===== src/rtl/control_unit_team1.sv =====
// rtl/control_unit_team1.sv - basic-computer style control sequencer (fetch/decode/execute timing)
module control_unit_team1 (
    input  logic        clk,
    input  logic        rst_n,
    input  logic        start,
    input  logic [15:0] ir,
    input  logic        dr_is_zero,
    output logic [2:0]  bus_sel,
    output logic        ar_ld,
    output logic        ar_inc,
    output logic        pc_ld,
    output logic        pc_inc,
    output logic        dr_ld,
    output logic        dr_inc,
    output logic        ac_ld,
    output logic        ir_ld,
    output logic        mem_rd,
    output logic        mem_wr,
    output logic [1:0]  alu_op,
    output logic [2:0]  sc,
    output logic        busy,
    output logic        halted
);

    typedef enum logic [1:0] {
        ST_IDLE = 2'd0,
        ST_RUN  = 2'd1,
        ST_HALT = 2'd2
    } state_t;

    // Bus source encodings driven onto bus_sel.
    localparam logic [2:0] BUS_AR  = 3'b001;
    localparam logic [2:0] BUS_PC  = 3'b010;
    localparam logic [2:0] BUS_DR  = 3'b011;
    localparam logic [2:0] BUS_AC  = 3'b100;
    localparam logic [2:0] BUS_IR  = 3'b101;
    localparam logic [2:0] BUS_MEM = 3'b111;

    // Memory-reference opcodes (ir[14:12]); 111 is the register/halt group.
    localparam logic [2:0] OP_AND = 3'b000;
    localparam logic [2:0] OP_ADD = 3'b001;
    localparam logic [2:0] OP_LDA = 3'b010;
    localparam logic [2:0] OP_STA = 3'b011;
    localparam logic [2:0] OP_BUN = 3'b100;
    localparam logic [2:0] OP_BSA = 3'b101;
    localparam logic [2:0] OP_ISZ = 3'b110;
    localparam logic [2:0] OP_REG = 3'b111;

    // Full set of control outputs for one cycle. isz_t6 marks the ISZ write-back
    // cycle so pc_inc can follow dr_is_zero, which only settles during that cycle.
    typedef struct packed {
        logic [2:0] bus_sel;
        logic       ar_ld;
        logic       ar_inc;
        logic       pc_ld;
        logic       pc_inc;
        logic       dr_ld;
        logic       dr_inc;
        logic       ac_ld;
        logic       ir_ld;
        logic       mem_rd;
        logic       mem_wr;
        logic [1:0] alu_op;
        logic       isz_t6;
    } ctrl_t;

    state_t     state_q, state_d;
    logic [2:0] sc_q, sc_d;
    logic       i_q, i_d;
    logic [2:0] op_q, op_d;
    ctrl_t      ctrl_q, ctrl_d;

    // Address field and register-reference bits other than HLT are datapath concerns.
    logic ir_unused;
    assign ir_unused = ^ir[11:1];

    // Strobe pattern for a given state / timing step / latched instruction fields.
    function automatic ctrl_t decode(input state_t st, input logic [2:0] t,
                                     input logic ind, input logic [2:0] opc);
        ctrl_t c;
        c = '0;
        if (st == ST_RUN) begin
            case (t)
                3'd0: begin
                    c.bus_sel = BUS_PC;
                    c.ar_ld   = 1'b1;
                end
                3'd1: begin
                    c.bus_sel = BUS_MEM;
                    c.mem_rd  = 1'b1;
                    c.ir_ld   = 1'b1;
                    c.pc_inc  = 1'b1;
                end
                3'd2: begin
                    c.bus_sel = BUS_IR;
                    c.ar_ld   = 1'b1;
                end
                3'd3: begin
                    // Indirect address fetch; direct and register-group do nothing.
                    if (opc != OP_REG && ind) begin
                        c.bus_sel = BUS_MEM;
                        c.mem_rd  = 1'b1;
                        c.ar_ld   = 1'b1;
                    end
                end
                3'd4: begin
                    case (opc)
                        OP_AND, OP_ADD, OP_LDA, OP_ISZ: begin
                            c.bus_sel = BUS_MEM;
                            c.mem_rd  = 1'b1;
                            c.dr_ld   = 1'b1;
                        end
                        OP_STA: begin
                            c.bus_sel = BUS_AC;
                            c.mem_wr  = 1'b1;
                        end
                        OP_BUN: begin
                            c.bus_sel = BUS_AR;
                            c.pc_ld   = 1'b1;
                        end
                        OP_BSA: begin
                            c.bus_sel = BUS_PC;
                            c.mem_wr  = 1'b1;
                            c.ar_inc  = 1'b1;
                        end
                        default: c = '0;
                    endcase
                end
                3'd5: begin
                    case (opc)
                        OP_AND, OP_ADD, OP_LDA: begin
                            c.ac_ld  = 1'b1;
                            c.alu_op = opc[1:0];
                        end
                        OP_BSA: begin
                            c.bus_sel = BUS_AR;
                            c.pc_ld   = 1'b1;
                        end
                        OP_ISZ: c.dr_inc = 1'b1;
                        default: c = '0;
                    endcase
                end
                3'd6: begin
                    if (opc == OP_ISZ) begin
                        c.bus_sel = BUS_DR;
                        c.mem_wr  = 1'b1;
                        c.isz_t6  = 1'b1;
                    end
                end
                default: c = '0;
            endcase
        end
        return c;
    endfunction

    // Next state, sequence count and instruction-field latch.
    always_comb begin
        state_d = state_q;
        sc_d    = sc_q;
        i_d     = i_q;
        op_d    = op_q;
        case (state_q)
            ST_IDLE, ST_HALT: begin
                sc_d = 3'd0;
                if (start) begin
                    state_d = ST_RUN;
                end
            end
            ST_RUN: begin
                sc_d = sc_q + 3'd1;
                case (sc_q)
                    3'd2: begin
                        i_d  = ir[15];
                        op_d = ir[14:12];
                    end
                    3'd3: begin
                        if (op_q == OP_REG) begin
                            sc_d = 3'd0;
                            if (!i_q && ir[0]) begin
                                state_d = ST_HALT;
                            end
                        end
                    end
                    3'd4: begin
                        if (op_q inside {OP_STA, OP_BUN, OP_REG}) begin
                            sc_d = 3'd0;
                        end
                    end
                    3'd5: begin
                        if (op_q != OP_ISZ) begin
                            sc_d = 3'd0;
                        end
                    end
                    3'd6:    sc_d = 3'd0;
                    default: if (sc_q == 3'd7) sc_d = 3'd0;
                endcase
            end
            default: begin
                state_d = ST_IDLE;
                sc_d    = 3'd0;
            end
        endcase
    end

    // Outputs are decoded one cycle early so they come straight from flops.
    always_comb begin
        ctrl_d = decode(state_d, sc_d, i_d, op_d);
    end

    // Single state register for the sequencer, latched fields and outputs.
    always_ff @(posedge clk or negedge rst_n) begin
        if (!rst_n) begin
            state_q <= ST_IDLE;
            sc_q    <= 3'd0;
            i_q     <= 1'b0;
            op_q    <= 3'd0;
            ctrl_q  <= '0;
        end else begin
            state_q <= state_d;
            sc_q    <= sc_d;
            i_q     <= i_d;
            op_q    <= op_d;
            ctrl_q  <= ctrl_d;
        end
    end

    assign bus_sel = ctrl_q.bus_sel;
    assign ar_ld   = ctrl_q.ar_ld;
    assign ar_inc  = ctrl_q.ar_inc;
    assign pc_ld   = ctrl_q.pc_ld;
    assign pc_inc  = ctrl_q.pc_inc | (ctrl_q.isz_t6 & dr_is_zero);
    assign dr_ld   = ctrl_q.dr_ld;
    assign dr_inc  = ctrl_q.dr_inc;
    assign ac_ld   = ctrl_q.ac_ld;
    assign ir_ld   = ctrl_q.ir_ld;
    assign mem_rd  = ctrl_q.mem_rd;
    assign mem_wr  = ctrl_q.mem_wr;
    assign alu_op  = ctrl_q.alu_op;
    assign sc      = sc_q;
    assign busy    = (state_q == ST_RUN);
    assign halted  = (state_q == ST_HALT);

endmodule


===== config.mk =====
export PLATFORM = sky130hd
export DESIGN_NAME = control_unit_team1
export DESIGN_NICKNAME = d
export VERILOG_FILES = /design/src/rtl/control_unit_team1.sv
export SDC_FILE = /design/constraint.sdc
export NUM_CORES = 1
export LEC_CHECK = 0
export CORE_MARGIN = 2
export CORE_UTILIZATION = 52
export DETAILED_ROUTE_END_ITERATION = 7
export PLACE_DENSITY = 0.9
export SYNTH_ARGS = -nofsm -noshare
export SYNTH_HDL_FRONTEND = slang
export SYNTH_SLANG_ARGS = --single-unit

===== constraint.sdc =====
create_clock -name clk -period 5.3 [get_ports clk]
set_clock_uncertainty 0.1 [all_clocks]
set_input_delay 1.06 -clock clk [delete_from_list [all_inputs] [get_ports clk]]
set_output_delay 1.06 -clock clk [all_outputs]
set_load 0.02 [all_outputs]

==> out/results.ini <==
[worst_setup_path]
rr_worst_depth=8
cp-end-kind=output port
critPathMaxStageDelay_ns=0.59
reg2reg_from=sc[0]
cp.required_ns=4.14
rr_endpoint=alu_op[1]
crit_top_cell=clkdlybuf4s50_1
reg2reg_slack_ns=2.06
crit_path_top_delay_cell=clkdlybuf4s50_1
cp_cell_sequence=clkdlybuf4s50_1 -> a21o_1 -> clkdlybuf4s50_1
critical_path.max_fanout=1
criticalPathCategory=in2out
crit_arrival_ns=2.21
startpoint_type=primary input

[global_routing]
track_usage=0.230
grt_pass1_wl_um=6160
grt_max_degree=25
overflow=0
antenna_found_initial=0
grt_pass1_vias=1254

[logic_synthesis]
synth_edf_count=0
muxShareOfSynthArea=0.0152
async_flop_share=1.00
synthAdderAreaFrac=0.0480
synth_top_family_by_area=compound AO/OA/AOI/OAI gates
synth_nets=198
yosys.area_share.simple=0.232
synthFlopType=dfrtp_1
yosysSeqAreaShare=0.384
synth_cell_type_count=50
synth-compound-area-share=0.240
synth_area_per_cell_um2=9.10
ys_warn_count=0
synth-xor-area-share=0
synth_seq_cells=24
netlist_instances=172
synthesis.area_um2=1570

[floorplan]
num_rows=19
die-area_um2=3470
die_x_um=58.9
start_util=0.558
io_pins=40
fp.dieH_um=58.9
core_area_um2=2810

[timing]
fmax_ghz=0.297
fin_crit_ns=3.37
slew_violations=0
final-hold-violation-count=0
tightest_slew_ns=1.03
setup_tns_ns=0
slew_headroom=0.311
timing.final.crit_share=0.635
rsz0062_at_grt=no
final-setup-viol-count=0

[drt]
detailedRoute.firstPassIterationCount=6
vias=1357
wl_per_cell_um=16.2
vias_per_cell=6.11
routed_wl_um=3590
ant_nets=0
drc=2
drt-initial-drc-count=46

[placed_design]
io_buffers=28
place_hpwl_um=2800
gp_congestion=0.984
dpl_cell_area_um2=1810

[clocking]
cts_resized=0
htreeDepth=1
cts_sinks=24
cts_buffers=3
cts_tree=done
cts_root_buffer=clkbuf_4
clk_transition_reported_paths_ns=0.13
cts_buffer_depth=2
clk-insertion-delay-late_ns=0.31
ctsHoldBuffers=0
cts_setup_buffers=0

[power_and_ir_drop]
p_sw_frac=0.496
share_comb_of_total_power=0.661
peakVddDrop_uv=358
p_int_uw=622
powerDensity_nw_per_um2=668
p_seq_frac=0.262
power.total_uw=1230
p_sw_uw=612
p_leak_uw=0.000797
clkPwrFrac=0.077

[worst_hold_path]
hold_path_end=i_q
min_from=i_q
hold_class=reg2reg
holdPathStages=2

[layout]
final_area_um2=1850
n_antenna_cell=0
syn_to_final_growth_pct=18.1
final_layout_size_suffix_gt1_frac=0.0785
finalNetCount=218

[status]
status=finished with violations
violations=DRC

[flow_run]
cap_violations=0

-- placed cells by master, fill, tap and decap left out, types with 2 or more instances in the layout --
cell type,netlist,routed
a311oi_1,2,2
nand2b_1,2,2
a211oi_1,3,3
ha_1,6,6
dfrtp_1,24,24
o21ai_0,4,4
clkbuf_4,0,3
o311ai_0,2,2
a21o_1,3,3
nor3b_1,2,2
o2bb2ai_1,2,2
and2_1,2,2
clkdlybuf4s50_1,0,28
nor2_1,13,13
nor2b_1,4,4
o211ai_1,6,6
and3_1,2,2
nand2_1,17,17
inv_1,11,11
a21oi_1,8,8
nor3_1,6,6
a31oi_1,6,6
nand3_1,6,6
-- sequential cells by signal, indices dropped and copies added, names as in the netlist, 2 cells and up --
signal,cells
op_q,3
sc,3
state_q,2
bus_sel,3
alu_op,2
-- layout make-up --
class / count / area, µm²
Multi-Input combinational cell: 123 / 843
Sequential cell: 24 / 601
Clock buffer: 4 / 36.3
Inverter: 11 / 41.3
Fill cell: 249 / 957
Timing Repair Buffer: 29 / 288
Tap cell: 31 / 38.8
-- kinds of logic (layout without fill, tap and decap cells) --
| kind of cell | count (synthesis) | in the layout |
|---|---|---|
| DFF | 24 | 24 |
| and+or+nand+nor | 66 | 66 |
| buffers and inverters | 25 | 44 |
| adders and majority gates | 6 | 6 |
| muxes | 2 | 2 |
| AOI/OAI and AO/OA | 49 | 49 |
-- per-stage QoR --
step / hold slack (ns) / setup WS (ns) / instances / utilization
floorplan: 0.353 / 2.73 / 172 / -
global placement: 0.408 / 1.93 / 218 / 0.646
detailed placement: 0.412 / 1.93 / 218 / 0.646
CTS: 0.444 / 1.93 / 222 / 0.659
global route: 0.523 / 1.81 / 222 / 0.659
finish: 0.445 / 1.93 / 222 / 0.659
-- power groups by stage --
stage / Clock [µW] / Sequential [µW] / Combinational [µW]
after floorplan: 0 / 313 / 608
after global placement: 0 / 321 / 791
after detailed placement: 0 / 326 / 800
after CTS: 98.8 / 322 / 807
after global routing: 106 / 333 / 900
final: 95.1 / 323 / 816
-- worst max-delay path, delay by kind of cell --
family | cells | cell delay [ns]
buffers and inverters | 2 | 1.04
AOI/OAI and AO/OA | 1 | 0.10
-- layer usage --
| layer | up-vias | GRT usage | part of all wire |
|---|---|---|---|
| met3 | 6 | 0.0396 | 0.060 |
| met4 | 0 | 0.0552 | 0.0070 |
| met5 | - | 0 | 0 |
| met2 | 47 | 0.352 | 0.47 |
| met1 | 648 | 0.339 | 0.46 |
| li1 | 656 | - | - |
-- synthesized netlist by cell type (2+ instances only) --
master	instances	area (µm²)
a311oi_1	2	17.5
nand3_1	6	30.0
nor3b_1	2	15.0
o21ai_0	4	20.0
and2_1	2	12.5
o2bb2ai_1	2	17.5
a21oi_1	8	40.0
a31oi_1	6	37.5
ha_1	6	75.1
nor4bb_1	2	20.0
o311ai_0	2	17.5
nor2b_1	4	25.0
buf_4	7	52.6
a211oi_1	3	22.5
o211ai_1	6	45.0
a21o_1	3	22.5
inv_1	11	41.3
dfrtp_1	24	601
buf_2	6	30.0
nor3_1	6	30.0
nor2_1	13	48.8
nand2_1	17	63.8
and3_1	2	12.5
nand2b_1	2	12.5
-- worst max-delay path by stage --
stage / startpoint / end / slack [ns] / cells past startpoint
after floorplan: sc[0] / alu_op[1] / 2.73 / 9
after global placement: dr_is_zero / pc_inc / 1.93 / 3
after detailed placement: dr_is_zero / pc_inc / 1.93 / 3
after CTS: dr_is_zero / pc_inc / 1.93 / 3
after global routing: sc[0] / alu_op[1] / 1.81 / 8
final: dr_is_zero / pc_inc / 1.93 / 3
Power figures use the tool's default switching activity.
